<file path="src/rtl/bus_datapath_p_if.sv">
// Control/memory-facing signal bundle for the single-bus datapath.
// The master side (control unit plus memory model) drives micro-op fields and
// memory responses; the slave side (the datapath) returns memory requests,
// stall and architectural state.
interface bus_datapath_p_if #(
    parameter int DW   = 8,
    parameter int AW   = 16,
    parameter int NREG = 4
);
    logic [2:0]         src_sel;
    logic               drh_en;
    logic [2:0]         reg_src;
    logic [2:0]         reg_dst;
    logic [10:0]        ld_vec;
    logic               mem_wr_en;
    logic [3:0]         alus;
    logic [DW-1:0]      mem_rdata;
    logic               mem_ack;
    logic               mem_rd;
    logic               mem_wr;
    logic [AW-1:0]      mem_addr;
    logic [DW-1:0]      mem_wdata;
    logic               stall;
    logic [DW-1:0]      ir_out;
    logic [NREG*DW-1:0] reg_out;
    logic               z_out;
    logic               c_out;
    logic [2:0]         err;

    modport master (
        output src_sel, drh_en, reg_src, reg_dst, ld_vec, mem_wr_en, alus,
               mem_rdata, mem_ack,
        input  mem_rd, mem_wr, mem_addr, mem_wdata, stall, ir_out, reg_out,
               z_out, c_out, err
    );

    modport slave (
        input  src_sel, drh_en, reg_src, reg_dst, ld_vec, mem_wr_en, alus,
               mem_rdata, mem_ack,
        output mem_rd, mem_wr, mem_addr, mem_wdata, stall, ir_out, reg_out,
               z_out, c_out, err
    );
endinterface

</file>
<file path="src/rtl/bus_datapath_p.sv">
// Parametrised single-bus datapath: PC, AR, DR, TR, IR, general registers,
// X/Y ALU staging and Z/C flags share one internal bus chosen by an encoded
// source select. Memory accesses use req/ack with stall and a timeout; faults
// are recorded in sticky error bits {tmo, contention, illegal}.
module bus_datapath_p #(
    parameter int DW      = 8,
    parameter int AW      = 16,
    parameter int NREG    = 4,
    parameter int MEM_TMO = 15
) (
    input  logic             clk,
    input  logic             rst,
    bus_datapath_p_if.slave  io
);
    // Stall counter only needs to reach MEM_TMO-1.
    localparam int CW = (MEM_TMO < 2) ? 1 : $clog2(MEM_TMO);
    localparam logic [3:0] NREG_L = 4'(NREG);

    generate
        if (AW != 2 * DW) begin : g_bad_aw
            $error("bus_datapath_p: AW must equal 2*DW");
        end
        if (NREG < 2 || NREG > 8) begin : g_bad_nreg
            $error("bus_datapath_p: NREG must be in 2..8");
        end
        if (MEM_TMO < 1) begin : g_bad_tmo
            $error("bus_datapath_p: MEM_TMO must be at least 1");
        end
    endgenerate

    // Architectural state
    logic [AW-1:0] pc_reg, ar_reg;
    logic [DW-1:0] dr_reg, tr_reg, ir_reg, x_reg, y_reg;
    logic          z_reg, c_reg;
    logic [DW-1:0] gpr_reg [NREG];
    logic [CW-1:0] stall_cnt_reg;
    logic [2:0]    err_reg;

    // Decoded load enables
    logic pc_ld, pc_inc, ar_ld, ar_inc, dr_ld, tr_ld, ir_ld, x_ld, y_ld, z_ld, reg_ld;
    assign {pc_ld, pc_inc, ar_ld, ar_inc, dr_ld, tr_ld, ir_ld, x_ld, y_ld, z_ld, reg_ld} = io.ld_vec;

    // Combinational intermediates
    logic          rd_op, wr_op, mem_wait, tmo_hit, stall_next, commit;
    logic          src_ok, dst_ok, illegal, contention;
    logic [DW-1:0] src_reg_val, bus_low;
    logic [AW-1:0] bus_val;
    logic [DW-1:0] bus_lo;
    logic [DW:0]   alu_wide;
    logic [DW-1:0] alu_res;
    logic          alu_c;

    // Memory handshake: a pending access stalls until ack or timeout; a
    // simultaneous read and write keeps the read and drops the write.
    always_comb begin
        rd_op      = !rst && (io.src_sel == 3'd5);
        wr_op      = !rst && io.mem_wr_en && (io.src_sel != 3'd5);
        mem_wait   = (rd_op || wr_op) && !io.mem_ack;
        tmo_hit    = mem_wait && (stall_cnt_reg == CW'(MEM_TMO - 1));
        stall_next = mem_wait && !tmo_hit;
        commit     = !stall_next;
    end

    // General-register source mux; an out-of-range index reads as zero.
    always_comb begin
        src_reg_val = '0;
        for (int i = 0; i < NREG; i++) begin
            if (io.reg_src == 3'(i)) src_reg_val = gpr_reg[i];
        end
    end

    // Fault classification for the sticky error bits.
    always_comb begin
        src_ok     = {1'b0, io.reg_src} < NREG_L;
        dst_ok     = {1'b0, io.reg_dst} < NREG_L;
        illegal    = (io.src_sel == 3'd7) ||
                     ((io.src_sel == 3'd6) && !src_ok) ||
                     (reg_ld && !dst_ok) ||
                     (io.mem_wr_en && (io.src_sel == 3'd5));
        contention = io.drh_en && (io.src_sel == 3'd1);
    end

    // Bus composition: PC owns the whole bus, otherwise the low half comes from
    // the selected source and the high half from DR when drh_en is set.
    always_comb begin
        bus_low = '0;
        case (io.src_sel)
            3'd2:    bus_low = dr_reg;
            3'd3:    bus_low = tr_reg;
            3'd4:    bus_low = y_reg;
            3'd5:    bus_low = io.mem_ack ? io.mem_rdata : '0;
            3'd6:    bus_low = src_reg_val;
            default: bus_low = '0;
        endcase
        if (io.src_sel == 3'd1) bus_val = pc_reg;
        else                    bus_val = {({DW{io.drh_en}} & dr_reg), bus_low};
        bus_lo = bus_val[DW-1:0];
    end

    // ALU on X and the low bus half; the extra MSB carries carry/borrow.
    always_comb begin
        alu_wide = '0;
        case (io.alus)
            4'd0:    alu_wide = {1'b0, x_reg} + {1'b0, bus_lo};
            4'd1:    alu_wide = {1'b0, x_reg} - {1'b0, bus_lo};
            4'd2:    alu_wide = {1'b0, x_reg & bus_lo};
            4'd3:    alu_wide = {1'b0, x_reg | bus_lo};
            4'd4:    alu_wide = {1'b0, x_reg ^ bus_lo};
            4'd5:    alu_wide = {1'b0, ~x_reg};
            4'd6:    alu_wide = {1'b0, bus_lo} + (DW+1)'(1);
            4'd8:    alu_wide = {1'b0, bus_lo};
            default: alu_wide = '0;
        endcase
        alu_res = alu_wide[DW-1:0];
        alu_c   = alu_wide[DW];
    end

    assign io.mem_rd    = rd_op;
    assign io.mem_wr    = wr_op;
    assign io.mem_addr  = ar_reg;
    assign io.mem_wdata = bus_lo;
    assign io.stall     = stall_next;
    assign io.ir_out    = ir_reg;
    assign io.z_out     = z_reg;
    assign io.c_out     = c_reg;
    assign io.err       = err_reg;

    // Dedicated registers and flags commit only when the micro-op completes.
    always_ff @(posedge clk or posedge rst) begin
        if (rst) begin
            pc_reg <= '0;
            ar_reg <= '0;
            dr_reg <= '0;
            tr_reg <= '0;
            ir_reg <= '0;
            x_reg  <= '0;
            y_reg  <= '0;
            z_reg  <= 1'b0;
            c_reg  <= 1'b0;
        end else if (commit) begin
            if (pc_ld)       pc_reg <= bus_val;
            else if (pc_inc) pc_reg <= pc_reg + AW'(1);
            if (ar_ld)       ar_reg <= bus_val;
            else if (ar_inc) ar_reg <= ar_reg + AW'(1);
            if (dr_ld) dr_reg <= bus_lo;
            if (tr_ld) tr_reg <= bus_lo;
            if (ir_ld) ir_reg <= bus_lo;
            if (x_ld)  x_reg  <= bus_lo;
            if (y_ld)  y_reg  <= alu_res;
            if (z_ld) begin
                z_reg <= (alu_res == '0);
                c_reg <= alu_c;
            end
        end
    end

    // Stall counter counts consecutive stalled cycles, clears on completion.
    always_ff @(posedge clk or posedge rst) begin
        if (rst)             stall_cnt_reg <= '0;
        else if (stall_next) stall_cnt_reg <= stall_cnt_reg + CW'(1);
        else                 stall_cnt_reg <= '0;
    end

    // Sticky error bits.
    always_ff @(posedge clk or posedge rst) begin
        if (rst) err_reg <= '0;
        else     err_reg <= err_reg | {tmo_hit, contention, illegal};
    end

    // General registers, one writer per entry; dst decode implies dst < NREG.
    generate
        for (genvar gi = 0; gi < NREG; gi++) begin : g_gpr
            // Register gi captures the low bus half when addressed.
            always_ff @(posedge clk or posedge rst) begin
                if (rst)
                    gpr_reg[gi] <= '0;
                else if (commit && reg_ld && (io.reg_dst == 3'(gi)))
                    gpr_reg[gi] <= bus_lo;
            end
            assign io.reg_out[gi*DW +: DW] = gpr_reg[gi];
        end
    endgenerate
endmodule

</file>
<file path="src/flat_wrapper.sv">
// flat-port wrapper written by rule: the top's interface ports become plain ports
module bus_datapath_p_flat 
#(
    parameter int DW      = 8,
    parameter int AW      = 16,
    parameter int NREG    = 4,
    parameter int MEM_TMO = 15
)
  (clk, rst, io_src_sel, io_drh_en, io_reg_src, io_reg_dst, io_ld_vec, io_mem_wr_en, io_alus, io_mem_rdata, io_mem_ack, io_mem_rd, io_mem_wr, io_mem_addr, io_mem_wdata, io_stall, io_ir_out, io_reg_out, io_z_out, io_c_out, io_err);
  bus_datapath_p_if #(.DW(DW), .AW(AW), .NREG(NREG)) io_i ();
  input  logic clk;
  input  logic rst;
  input wire logic [$bits(io_i.src_sel)-1:0] io_src_sel;
  input wire logic [$bits(io_i.drh_en)-1:0] io_drh_en;
  input wire logic [$bits(io_i.reg_src)-1:0] io_reg_src;
  input wire logic [$bits(io_i.reg_dst)-1:0] io_reg_dst;
  input wire logic [$bits(io_i.ld_vec)-1:0] io_ld_vec;
  input wire logic [$bits(io_i.mem_wr_en)-1:0] io_mem_wr_en;
  input wire logic [$bits(io_i.alus)-1:0] io_alus;
  input wire logic [$bits(io_i.mem_rdata)-1:0] io_mem_rdata;
  input wire logic [$bits(io_i.mem_ack)-1:0] io_mem_ack;
  output wire logic [$bits(io_i.mem_rd)-1:0] io_mem_rd;
  output wire logic [$bits(io_i.mem_wr)-1:0] io_mem_wr;
  output wire logic [$bits(io_i.mem_addr)-1:0] io_mem_addr;
  output wire logic [$bits(io_i.mem_wdata)-1:0] io_mem_wdata;
  output wire logic [$bits(io_i.stall)-1:0] io_stall;
  output wire logic [$bits(io_i.ir_out)-1:0] io_ir_out;
  output wire logic [$bits(io_i.reg_out)-1:0] io_reg_out;
  output wire logic [$bits(io_i.z_out)-1:0] io_z_out;
  output wire logic [$bits(io_i.c_out)-1:0] io_c_out;
  output wire logic [$bits(io_i.err)-1:0] io_err;
  assign io_i.src_sel = io_src_sel;
  assign io_i.drh_en = io_drh_en;
  assign io_i.reg_src = io_reg_src;
  assign io_i.reg_dst = io_reg_dst;
  assign io_i.ld_vec = io_ld_vec;
  assign io_i.mem_wr_en = io_mem_wr_en;
  assign io_i.alus = io_alus;
  assign io_i.mem_rdata = io_mem_rdata;
  assign io_i.mem_ack = io_mem_ack;
  assign io_mem_rd = io_i.mem_rd;
  assign io_mem_wr = io_i.mem_wr;
  assign io_mem_addr = io_i.mem_addr;
  assign io_mem_wdata = io_i.mem_wdata;
  assign io_stall = io_i.stall;
  assign io_ir_out = io_i.ir_out;
  assign io_reg_out = io_i.reg_out;
  assign io_z_out = io_i.z_out;
  assign io_c_out = io_i.c_out;
  assign io_err = io_i.err;
  bus_datapath_p #(.DW(DW), .AW(AW), .NREG(NREG), .MEM_TMO(MEM_TMO)) u_core (.clk(clk), .rst(rst), .io(io_i));
endmodule
</file>
<file path="config.mk">
export PLATFORM = sky130hd
export DESIGN_NAME = bus_datapath_p_flat
export DESIGN_NICKNAME = d
export VERILOG_FILES = /design/src/rtl/bus_datapath_p_if.sv /design/src/rtl/bus_datapath_p.sv /design/src/flat_wrapper.sv
export SDC_FILE = /design/constraint.sdc
export NUM_CORES = 1
export LEC_CHECK = 0
export BUFFER_PORTS_ARGS = -buffer_cell sky130_fd_sc_hd__buf_2
export CAP_MARGIN = 20
export CORE_MARGIN = 2
export CORE_UTILIZATION = 30
export CTS_BUF_LIST = sky130_fd_sc_hd__clkbuf_4 sky130_fd_sc_hd__clkbuf_8
export DETAILED_ROUTE_END_ITERATION = 10
export PLACE_DENSITY = 0.48
export SLEW_MARGIN = 0
export SYNTH_ARGS = -nofsm -noshare
export SYNTH_HDL_FRONTEND = slang
export SYNTH_SLANG_ARGS = --single-unit
</file>
<file path="constraint.sdc">
create_clock -name clk -period 7.9 [get_ports clk]
set_input_delay 2.37 -clock clk [delete_from_list [all_inputs] [get_ports clk]]
set_output_delay 2.37 -clock clk [all_outputs]
set_load 0.1 [all_outputs]
</file>
==> flow_summary.yaml <==
run_status:
  outcome: "finished clean"
critical_path:
  worstSetupEndpointType: "output port"
  crit_required_ns: 5.53
  cp.arrival_ns: 4.40
  start_kind: "input pin"
  cp_slowest_cell: "and4bb_1"
  cp_common_cell: "buf_2"
  rrSetupSlack_ns: 4.08
  cp_max_fo: 26
  critPathKind: "in2out"
  cpPeakStageDelay_ns: 0.65
  crit_chain: "buf_2 > and4bb_1 > o21ai_0 > a21oi_1 > a2111oi_4 > inv_1 > buf_2"
sta:
  setup_viol: 0
  fin_crit_sh_pct: 85.7
  fin_hold_ws_ns: 0.477
  worst_pin_slew_ns: 0.987
  fin_skew_ns: 0.0202
  fin_setup_tns_ns: 0
  hold_violations: 0
  fmax_mhz: 148
  rsz0062_at_grt: "false"
  period_needed_ns: 6.77
  maxSlewHeadroom_pct: 33.6
  maxSlewViolCount: 0
finish:
  final_area_um2: 8540
  diodes: 0
  area_growth_pct: 17.5
  seqCellArea_um2: 2830
  fill_cells: 2487
  layout-drive-gt1-share_pct: 20.0
  final_util_pct: 36.2
  multi_input_area_um2: 4090
  largest_reg_flops: 32
  final_nets: 996
synth:
  ys_ff_latch: 113
  ys.flop_type: "dfrtp_1"
  synth_top_cell_by_area: "dfrtp_1"
  synth_seq_area_share_pct: 38.9
  syn-num-nets: 903
  synthTopCellsByCount: "113 x dfrtp_1, 81 x nor2_1, 80 x nand2_1"
  synth.most_common_cell: "dfrtp_1"
  syn_inst: 829
  avgSynthCellArea_um2: 8.77
  synthTopCellsByArea: "dfrtp_1 39%, ha_1 6.0%, a21oi_1 5.4%"
  synth_top_area_share_pct: 38.9
  yosys.cell_types.count: 74
  async_reset_ff_share_pct: 100
  syn-cell-area_um2: 7270
  synth-edff-count: 0
  synth_warnings: 0
route:
  wl_mm: 23.6
  viasPerCell: 5.18
  postRouteAntennaNets: 0
  num_vias: 6501
  first_iter_violations: 382
  drc: 0
  detail_route.wl_per_cell_um: 18.8
  drtPass1Iterations: 5
floorplanning:
  rows: 56
  die_area_um2: 25500
  num_io_pins: 109
  die_y_um: 160
  coreArea_um2: 23600
  initial_utilization_pct: 30.8
  die_w_um: 160
clock_tree:
  cts_sinks: 113
  cts_max_level: 4
  clk_pin_slew_worst_paths_ns: 0.07
  hold_buffers: 0
  clkLatencyLatePin_ns: 0.45
  cts-root-buf: "clkbuf_8"
  clockBufferDepth: 2
  post_cts_buffers: 0
  cts_tree: "built"
  numCtsBuffers: 17
  cts-resized-gates: 0
power_and_ir_drop:
  power_frac_clock_pct: 24.1
  internal_power_uw: 1220
  ir_worst_vdd_mv: 0.219
  power_uw: 2400
  power_frac_seq_pct: 32.8
  p_switching_uw: 1180
  combPwrFrac_pct: 43.1
  powerDensity_nw_per_um2: 281
  switching_share_pct: 49.2
  p_leak_uw: 0.00394
global_route:
  grt_max_degree: 59
  antenna_found_initial: 0
  grt_pass1_wl_mm: 37.1
  grt_overflow: 0
  grt_pass1_vias: 6236
  grt_usage_pct: 18.6
worst_hold_path:
  hp-class: "reg2reg"
place:
  port_buffers: 108
  dp_hpwl_mm: 17.0
  globalplace.congestion: 0.852
  place_area_um2: 8130
run:
  drv_cap: 0
-- path summary, 6_finish.rpt --
kind	cells after the start	end	from
min in group asynchronous	3	u_core.io.err[0]	rst
worst max register to register	12	u_core.io.z_out	u_core.io.reg_out[1]
worst min-delay path	2	u_core.io.ir_out[1]	u_core.io.ir_out[1]
max in group asynchronous	4	u_core.x_reg[6]	rst
worst max-delay path	7	io_mem_wdata[7]	io_src_sel[0]
worst min register to register	2	u_core.io.ir_out[1]	u_core.io.ir_out[1]
-- worst max-delay path: cells and delay by family --
kind                   cells  cell delay (ns)
and+or+nand+nor            1             0.65
buffers and inverters      3             0.87
AOI/OAI and AO/OA          3             0.49
-- layout by cell type (no fill, tap or decap), types with 4 or more instances in the layout --
master      synthesis  routed
a211o_1             9       9
a211oi_1            7       7
a21o_1              6       6
a21oi_1            78      78
a22oi_1            13      13
a311oi_2            2       4
a31oi_1             7       7
a32oi_1             4       4
and2_1              5       5
and3_1             19      19
buf_2              11     108
buf_4               4      15
clkbuf_8            0      19
clkinvlp_4          0       6
dfrtp_1           113     113
ha_1               35      35
inv_1              36      35
inv_6               0       4
mux2_2             10      10
mux2i_1            23      23
nand2_1            80      80
nand2b_1            8       8
nand3_1            12      12
nand3b_1           14      14
nand4_1             4       4
nor2_1             81      81
nor2b_1            18      18
nor3_1             15      15
nor4_1              4       4
o21ai_0            76      76
o22a_1             20      20
o22ai_1            11      11
xnor2_1             8       8
-- layout make-up --
class                   count  share of cell area (%)
inverters                  38                    1.71
clock inverters            13                    1.76
flip-flops and latches    113                    33.1
repair buffers            124                    7.82
clock buffers              19                    3.06
multi-input cells         628                    47.9
well taps                 319                    4.67
-- per-layer routing --
| layer | global-route usage, % | vias up | part of all wire [%] | wire length [um] |
|---|---|---|---|---|
| met5 | 0 | - | 0 | 0 |
| li1 | - | 3176 | - | - |
| met1 | 27.9 | 3143 | 51 | 12000 |
| met4 | 5.45 | 0 | 1.7 | 391 |
| met2 | 27.1 | 155 | 43 | 10200 |
| met3 | 3.48 | 27 | 4.5 | 1060 |
-- cells by family (layout without fill, tap and decap cells) --
group / count (synthesis) / in the layout / synth area share, %
xor+xnor: 10 / 10 / 1.20
compound gates: 265 / 265 / 23.5
simple gates: 282 / 282 / 19.3
mux: 34 / 34 / 5.02
buf+inv: 88 / 194 / 5.56
fa+ha+maj: 37 / 37 / 6.57
flops: 113 / 113 / 38.9
-- power groups by stage --
stage / clock (uW) / sequential [uW] / combinational (uW)
after floorplan: 0 / 1190 / 403
after global placement: 0 / 798 / 1030
after detailed placement: 0 / 795 / 1040
after CTS: 591 / 785 / 1040
after global routing: 618 / 801 / 1110
final: 578 / 786 / 1030
-- through the flow --
step	setup slack [ns]	cells
final	1.13	1254
after global routing	1.02	1254
after CTS	1.12	1254
after detailed placement	1.12	1222
after global placement	1.12	1221
after floorplan	0.631	829
No activity file was read; power rests on OpenSTA's default activity.
